$ cat src/rtl/adder_pipelined.sv
// Pipelined ripple-carry adder: the carry chain is cut into STAGES slices with a
// register bank after each slice; operands are skewed in and sums de-skewed out.
module adder_pipelined #(
   parameter int NUM_BITS = 16,
   parameter int STAGES   = 4
) (
   input  logic                clk,
   input  logic                rst,
   input  logic                in_valid,
   output logic                in_ready,
   input  logic [NUM_BITS-1:0] a,
   input  logic [NUM_BITS-1:0] b,
   input  logic                carry_in,
   input  logic                signed_mode,
   output logic                out_valid,
   input  logic                out_ready,
   output logic [NUM_BITS-1:0] sum,
   output logic                overflow
);

   localparam int SLICE = NUM_BITS / STAGES;

   logic w_advance;

   // One global enable: the whole pipe moves or the whole pipe holds.
   assign w_advance = !out_valid || out_ready;
   assign in_ready  = w_advance;

   for (genvar k = 0; k < STAGES; k++) begin : g_st
      localparam int LW = (k + 1) * SLICE;

      logic             w_vin;
      logic             w_sgn;
      logic             w_cin;
      logic [SLICE-1:0] w_a_sl;
      logic [SLICE-1:0] w_b_sl;
      logic [SLICE:0]   w_add;
      logic [LW-1:0]    w_sum_nxt;
      logic             r_vld;
      logic [LW-1:0]    r_sum;

      if (k == 0) begin : g_src
         assign w_vin     = in_valid;
         assign w_sgn     = signed_mode;
         assign w_cin     = carry_in;
         assign w_a_sl    = a[SLICE-1:0];
         assign w_b_sl    = b[SLICE-1:0];
         assign w_sum_nxt = w_add[SLICE-1:0];
      end else begin : g_src
         assign w_vin     = g_st[k-1].r_vld;
         assign w_sgn     = g_st[k-1].g_mid.r_sgn;
         assign w_cin     = g_st[k-1].g_mid.r_cry;
         assign w_a_sl    = g_st[k-1].g_mid.r_a_hi[SLICE-1:0];
         assign w_b_sl    = g_st[k-1].g_mid.r_b_hi[SLICE-1:0];
         assign w_sum_nxt = {w_add[SLICE-1:0], g_st[k-1].r_sum};
      end

      assign w_add = {1'b0, w_a_sl} + {1'b0, w_b_sl} + {{SLICE{1'b0}}, w_cin};

      // NOTE: clocked state uses non-blocking assignments so every stage samples
      // its predecessor's pre-edge value, independent of block ordering.
      always_ff @(posedge clk or posedge rst) begin
         if (rst) begin
            r_vld <= 1'b0;
            r_sum <= '0;
         end else if (w_advance) begin
            r_vld <= w_vin;
            r_sum <= w_sum_nxt;
         end
      end

      if (k < STAGES - 1) begin : g_mid
         localparam int RW = NUM_BITS - (k + 1) * SLICE;

         logic [RW-1:0] w_a_rest;
         logic [RW-1:0] w_b_rest;
         logic          r_sgn;
         logic          r_cry;
         logic [RW-1:0] r_a_hi;
         logic [RW-1:0] r_b_hi;

         if (k == 0) begin : g_rest
            assign w_a_rest = a[NUM_BITS-1:SLICE];
            assign w_b_rest = b[NUM_BITS-1:SLICE];
         end else begin : g_rest
            assign w_a_rest = g_st[k-1].g_mid.r_a_hi[RW+SLICE-1:SLICE];
            assign w_b_rest = g_st[k-1].g_mid.r_b_hi[RW+SLICE-1:SLICE];
         end

         always_ff @(posedge clk or posedge rst) begin
            if (rst) begin
               r_sgn  <= 1'b0;
               r_cry  <= 1'b0;
               r_a_hi <= '0;
               r_b_hi <= '0;
            end else if (w_advance) begin
               r_sgn  <= w_sgn;
               r_cry  <= w_add[SLICE];
               r_a_hi <= w_a_rest;
               r_b_hi <= w_b_rest;
            end
         end
      end else begin : g_last
         logic w_c_msb;
         logic w_ovf;
         logic r_ovf;

         // Carry into the MSB recovered from the MSB's own sum bit.
         assign w_c_msb = w_a_sl[SLICE-1] ^ w_b_sl[SLICE-1] ^ w_add[SLICE-1];
         assign w_ovf   = w_sgn ? (w_c_msb ^ w_add[SLICE]) : w_add[SLICE];

         always_ff @(posedge clk or posedge rst) begin
            if (rst)            r_ovf <= 1'b0;
            else if (w_advance) r_ovf <= w_ovf;
         end
      end
   end

   assign out_valid = g_st[STAGES-1].r_vld;
   assign sum       = g_st[STAGES-1].r_sum;
   assign overflow  = g_st[STAGES-1].g_last.r_ovf;

endmodule

$ cat config.mk
export PLATFORM = sky130hd
export DESIGN_NAME = adder_pipelined
export DESIGN_NICKNAME = d
export VERILOG_FILES = /design/src/rtl/adder_pipelined.sv
export SDC_FILE = /design/constraint.sdc
export NUM_CORES = 1
export LEC_CHECK = 0
export ABC_AREA = 1
export ABC_CLOCK_PERIOD_IN_PS = 6500
export CORE_AREA = 10 10 89 122
export DETAILED_ROUTE_END_ITERATION = 6
export DIE_AREA = 0 0 99 132
export PLACE_DENSITY = 0.71
export SLEW_MARGIN = 20
export SYNTH_ARGS = -nofsm -noshare
export SYNTH_HDL_FRONTEND = slang
export SYNTH_SLANG_ARGS = --single-unit
$ cat constraint.sdc
create_clock -name clk -period 6.5 [get_ports clk]
set_clock_uncertainty 0.15 [all_clocks]
set_input_delay 1.3 -clock clk [delete_from_list [all_inputs] [get_ports clk]]
set_output_delay 1.3 -clock clk [all_outputs]
set_load 0.01 [all_outputs]
== Word-level counts from Yosys, hierarchy flattened ==
Index checks and enable logic that the tools add are counted.
Cells by class
  add/subtract/negate cells: 8
  multiplexer cells: 1
  bitwise logic cells: 3
  reductions and logical operators: 2
Operator list (number)
  4-bit by 4-bit adder with 5-bit output: 4
  5-bit by 1-bit adder with 5-bit output: 4
  1-bit bitwise XOR: 3
  1-bit zero test: 1
  1-bit logical OR: 1
  1-bit 2-to-1 mux: 1
Word-level totals
  register bits: 99
  input bits: 38
  output and inout port bits: 19
  word-level logic and storage cells: 35

== Depth between registers and ports, before layout ==
  word-level depth: 5
  mapped depth: 8
  depth with buffers taken out: 8

== Worst setup path before layout ==
No wires, ideal clock.
  path type: input -> output
  from: input out_ready
  to: output in_ready
  arrival: 1860 ps
  data required time: 5050 ps
  setup slack: 3190 ps
  stages on the path: 3
  path buffers: 2
  cells stage by stage: or2_1 > buf_6 > clkbuf_1
On the way
  longest elaborated chain between the ends: 1
RTL lines
  start: declaration: line 16  | input logic out_ready,
  1-bit logical OR: line 26  | assign w_advance = !out_valid || out_ready;
  end: declaration: line 10  | output logic in_ready,
Every way passes these cells.

== Worst setup path after layout ==
Ends and elaborated chain as after synthesis.

==> impl_metrics.json <==
{
  "ant_nets": 0,
  "cpPeakStageDelay_ns": 0.49,
  "finalSetupViolations": 0,
  "power.ir.vdd_worst_mv": 0.218,
  "tritoncts": "yes",
  "stdcell_count": 614,
  "nets": 562,
  "hold-path-cell-count": 2,
  "core_area_um2": 8560,
  "seqPwrFrac_pct": 43.7,
  "drv_cap": 0,
  "rr_endpoint": "g_st[1].r_vld$_DFFE_PP0P_",
  "layout_worst_path_cycle_share_pct": 60.7,
  "count_of_final_hold_check_violations": 0,
  "critical-path-slowest-cell": "sky130_fd_sc_hd__clkdlybuf4s50_1",
  "r2r-start": "out_valid$_DFFE_PP0P_",
  "syn_inst": 455,
  "drc": 0,
  "cts-resized-gates": 0,
  "number_of_antenna_violations_at_the_first_check_in_global_routing": 0,
  "outcome": "finished clean",
  "synth_warnings": 0,
  "clock_latency_ns": 0.34,
  "yosysUniqueCellTypes": 18,
  "areaGrowthSynthToFinish_pct": 21.0,
  "port_buffers": 56,
  "htree_levels": 3,
  "clock-root-buffer": "sky130_fd_sc_hd__clkbuf_16",
  "cts.sinks": 99,
  "ff_latch_area_um2": 2480,
  "switching_share_pct": 34.6,
  "detail_route.wl_per_cell_um": 12.9,
  "post_cts_hold_buffer_count": 0,
  "max_freq_ghz": 0.254,
  "worstPathBufferInverterCount": 2,
  "post_route_cells_drive_above_1_share_pct": 4.32,
  "timing.critical_path.depth": 3,
  "critPathLaunchType": "input port",
  "layout_commonest_cell": "sky130_fd_sc_hd__nand2_1",
  "required_ns": 5.05,
  "synth.avg_cell_area_um2": 9.29,
  "number_of_cells_traversed_by_the_worst_register_to_register_path": 5,
  "post-place-cells": 598,
  "async_set_or_reset_flop_fraction_in_the_synthesized_netlist_pct": 100,
  "worst-r2r-setup-slack_ns": 4.30,
  "period_needed_ns": 3.94,
  "synthesis.nets": 513,
  "cts_made_buffers": 9,
  "place.gp.congestion": 0.820,
  "cts.path.max_buffers": 2,
  "global_route_wire_length_before_repair_um": 13900,
  "crit_path_cell_trace": "clkdlybuf4s50_1 > or2_2 > clkdlybuf4s50_1",
  "vias": 3022,
  "grt_pass1_vias": 3024,
  "startpoint": "out_ready",
  "rsz0062_at_grt": "no",
  "setup.worst_path.end_class": "output pin",
  "nFillCells": 725,
  "synth_area_um2": 4230,
  "crit_fanout": 2,
  "placement_rows": 40,
  "boundaryPins": 57,
  "grt_max_degree": 100,
  "gr-usage-all-layers_pct": 12.8,
  "timing.slew.headroom_pct": 57.6,
  "p_clk_share_pct": 21.7,
  "critical_path_class": "in -> out",
  "timing.critical_path.mode_cell": "sky130_fd_sc_hd__clkdlybuf4s50_1",
  "worst-slew-pin-transition_ns": 0.636,
  "total_switching_power_mw": 0.803,
  "final.setup.tns_ns": 0,
  "drt-pass1-iter-count": 4,
  "multi_input_area_um2": 1470,
  "layout.cells.most_common_list": "sky130_fd_sc_hd__nand2_1 (173), sky130_fd_sc_hd__dfrtp_1 (99), sky130_fd_sc_hd__o21ai_0 (63), sky130_fd_sc_hd__clkdlybuf4s50_1 (56), sky130_fd_sc_hd__inv_1 (41)",
  "top_reg_cell_synth": "sky130_fd_sc_hd__dfrtp_1",
  "ys_seq_area_share_pct": 58.6,
  "avgViaCountPerCell": 4.92,
  "postCtsSetupBuffers": 0,
  "critPathCapture": "in_ready",
  "comb_pwr_share_pct": 34.7,
  "power.static_leakage_nw": 2.52,
  "die-height_um": 132,
  "detailedPlacementHpwl_um": 5440,
  "worstHoldPathType": "reg -> reg",
  "drt_wl_total_um": 7920,
  "die_x_um": 99,
  "insertedDiodeCount": 0,
  "internal_power_mw": 1.51,
  "flop_and_latch_count_out_of_synthesis": 99,
  "detailedRoute.firstIterationViolations": 132,
  "powerDensity_nw_per_um2": 453,
  "critical-path-top-delay-family": "buffers and inverters",
  "die_area_um2": 13100,
  "synth_enable_flop_cells": 0,
  "clk_pin_slew_worst_setup_hold_paths_ns": 0.07,
  "total_count_of_max_transition_violations_in_the_final_report": 0,
  "initial_standard_cell_utilization_of_the_core_pct": 49.4,
  "global_route.overflow_total": 0,
  "timing.critical_path.arrival_ns": 2.49
}
-- sequential cells by signal, indices dropped and copies added (netlist names) --
register	count
g_st.r_vld	3
sum	16
g_st.g_mid.r_b_hi	24
g_st.g_mid.r_cry	3
g_st.g_mid.r_sgn	3
g_st.r_sum	24
overflow	1
g_st.g_mid.r_a_hi	24
out_valid	1
-- per-stage QoR --
step / total power, mW / hold WS, ns / instance area (um2) / setup slack, ns / utilization [%]
after floorplan: 1.56 / 0.270 / 4230 / 2.46 / -
after global placement: 1.80 / 0.289 / 4830 / 2.56 / 56.4
after detailed placement: 1.84 / 0.296 / 4830 / 2.55 / 56.4
after CTS: 2.35 / 0.314 / 5120 / 2.55 / 59.8
after global routing: 2.53 / 0.332 / 5120 / 2.52 / 59.8
final: 2.32 / 0.317 / 5120 / 2.56 / 59.8
-- worst reg2reg max path, cell delays in order, from the launching register on --
cell                       delay [ns]
sky130_fd_sc_hd__dfrtp_1         0.38
sky130_fd_sc_hd__inv_1           0.04
sky130_fd_sc_hd__or2_2           0.11
sky130_fd_sc_hd__buf_4           0.37
sky130_fd_sc_hd__clkinv_4        0.60
sky130_fd_sc_hd__o21ai_0         0.45
-- layout make-up --
type	count	share of cell area, %
Clock buffer	11	4.94
Timing Repair Buffer	59	11.4
Clock inverter	5	0.734
Sequential cell	99	48.4
Inverter	43	3.30
Multi-Input combinational cell	292	28.6
Tap cell	105	2.57
-- logic make-up (layout without fill, tap and decap cells) --
group | count (synthesis) | after routing | synth area share [%]
compound gates | 71 | 71 | 8.46
xor+xnor | 1 | 1 | 0.207
fa+ha+maj | 20 | 20 | 7.34
buf+inv | 64 | 118 | 6.78
flops | 99 | 99 | 58.6
simple gates | 200 | 200 | 18.6
-- worst min-delay path by stage --
stage                                         start                     to  slack, ns
final                     g_st[2].r_vld$_DFFE_PP0P_  out_valid$_DFFE_PP0P_       0.32
after floorplan           g_st[2].r_vld$_DFFE_PP0P_  out_valid$_DFFE_PP0P_       0.27
after global placement    g_st[2].r_vld$_DFFE_PP0P_  out_valid$_DFFE_PP0P_       0.29
after global routing      g_st[2].r_vld$_DFFE_PP0P_  out_valid$_DFFE_PP0P_       0.33
after CTS                 g_st[2].r_vld$_DFFE_PP0P_  out_valid$_DFFE_PP0P_       0.31
after detailed placement  g_st[2].r_vld$_DFFE_PP0P_  out_valid$_DFFE_PP0P_       0.30
-- per-layer routing --
metal | vias up | share of wire, % | global-route usage (%)
li1 | 1519 | - | -
met1 | 1432 | 42 | 14.6
met2 | 57 | 51 | 21.2
met3 | 14 | 4.6 | 2.83
met4 | 0 | 2.3 | 7.19
met5 | - | 0 | 0
-- power groups by stage --
stage	Clock, mW	Combinational, mW	Sequential, mW
detailed placement	0	0.817	1.02
floorplan	0	0.539	1.02
global placement	0	0.787	1.02
CTS	0.514	0.823	1.02
global route	0.538	0.944	1.05
finish	0.502	0.803	1.01
-- synth_stat cells, drive strengths merged, types with 5 or more instances --
master  number  area share, %
nand2      173             15
dfrtp       99             59
o21ai       63            7.5
inv         42            3.7
buf         13            2.1
ha          12            3.6
nand3       11            1.3
nor2         9           0.80
clkbuf       8           0.71
fa           8            3.8
a21oi        7           0.83
nand3b       5           0.89
Note: power is estimated with default switching activity, not from simulation.
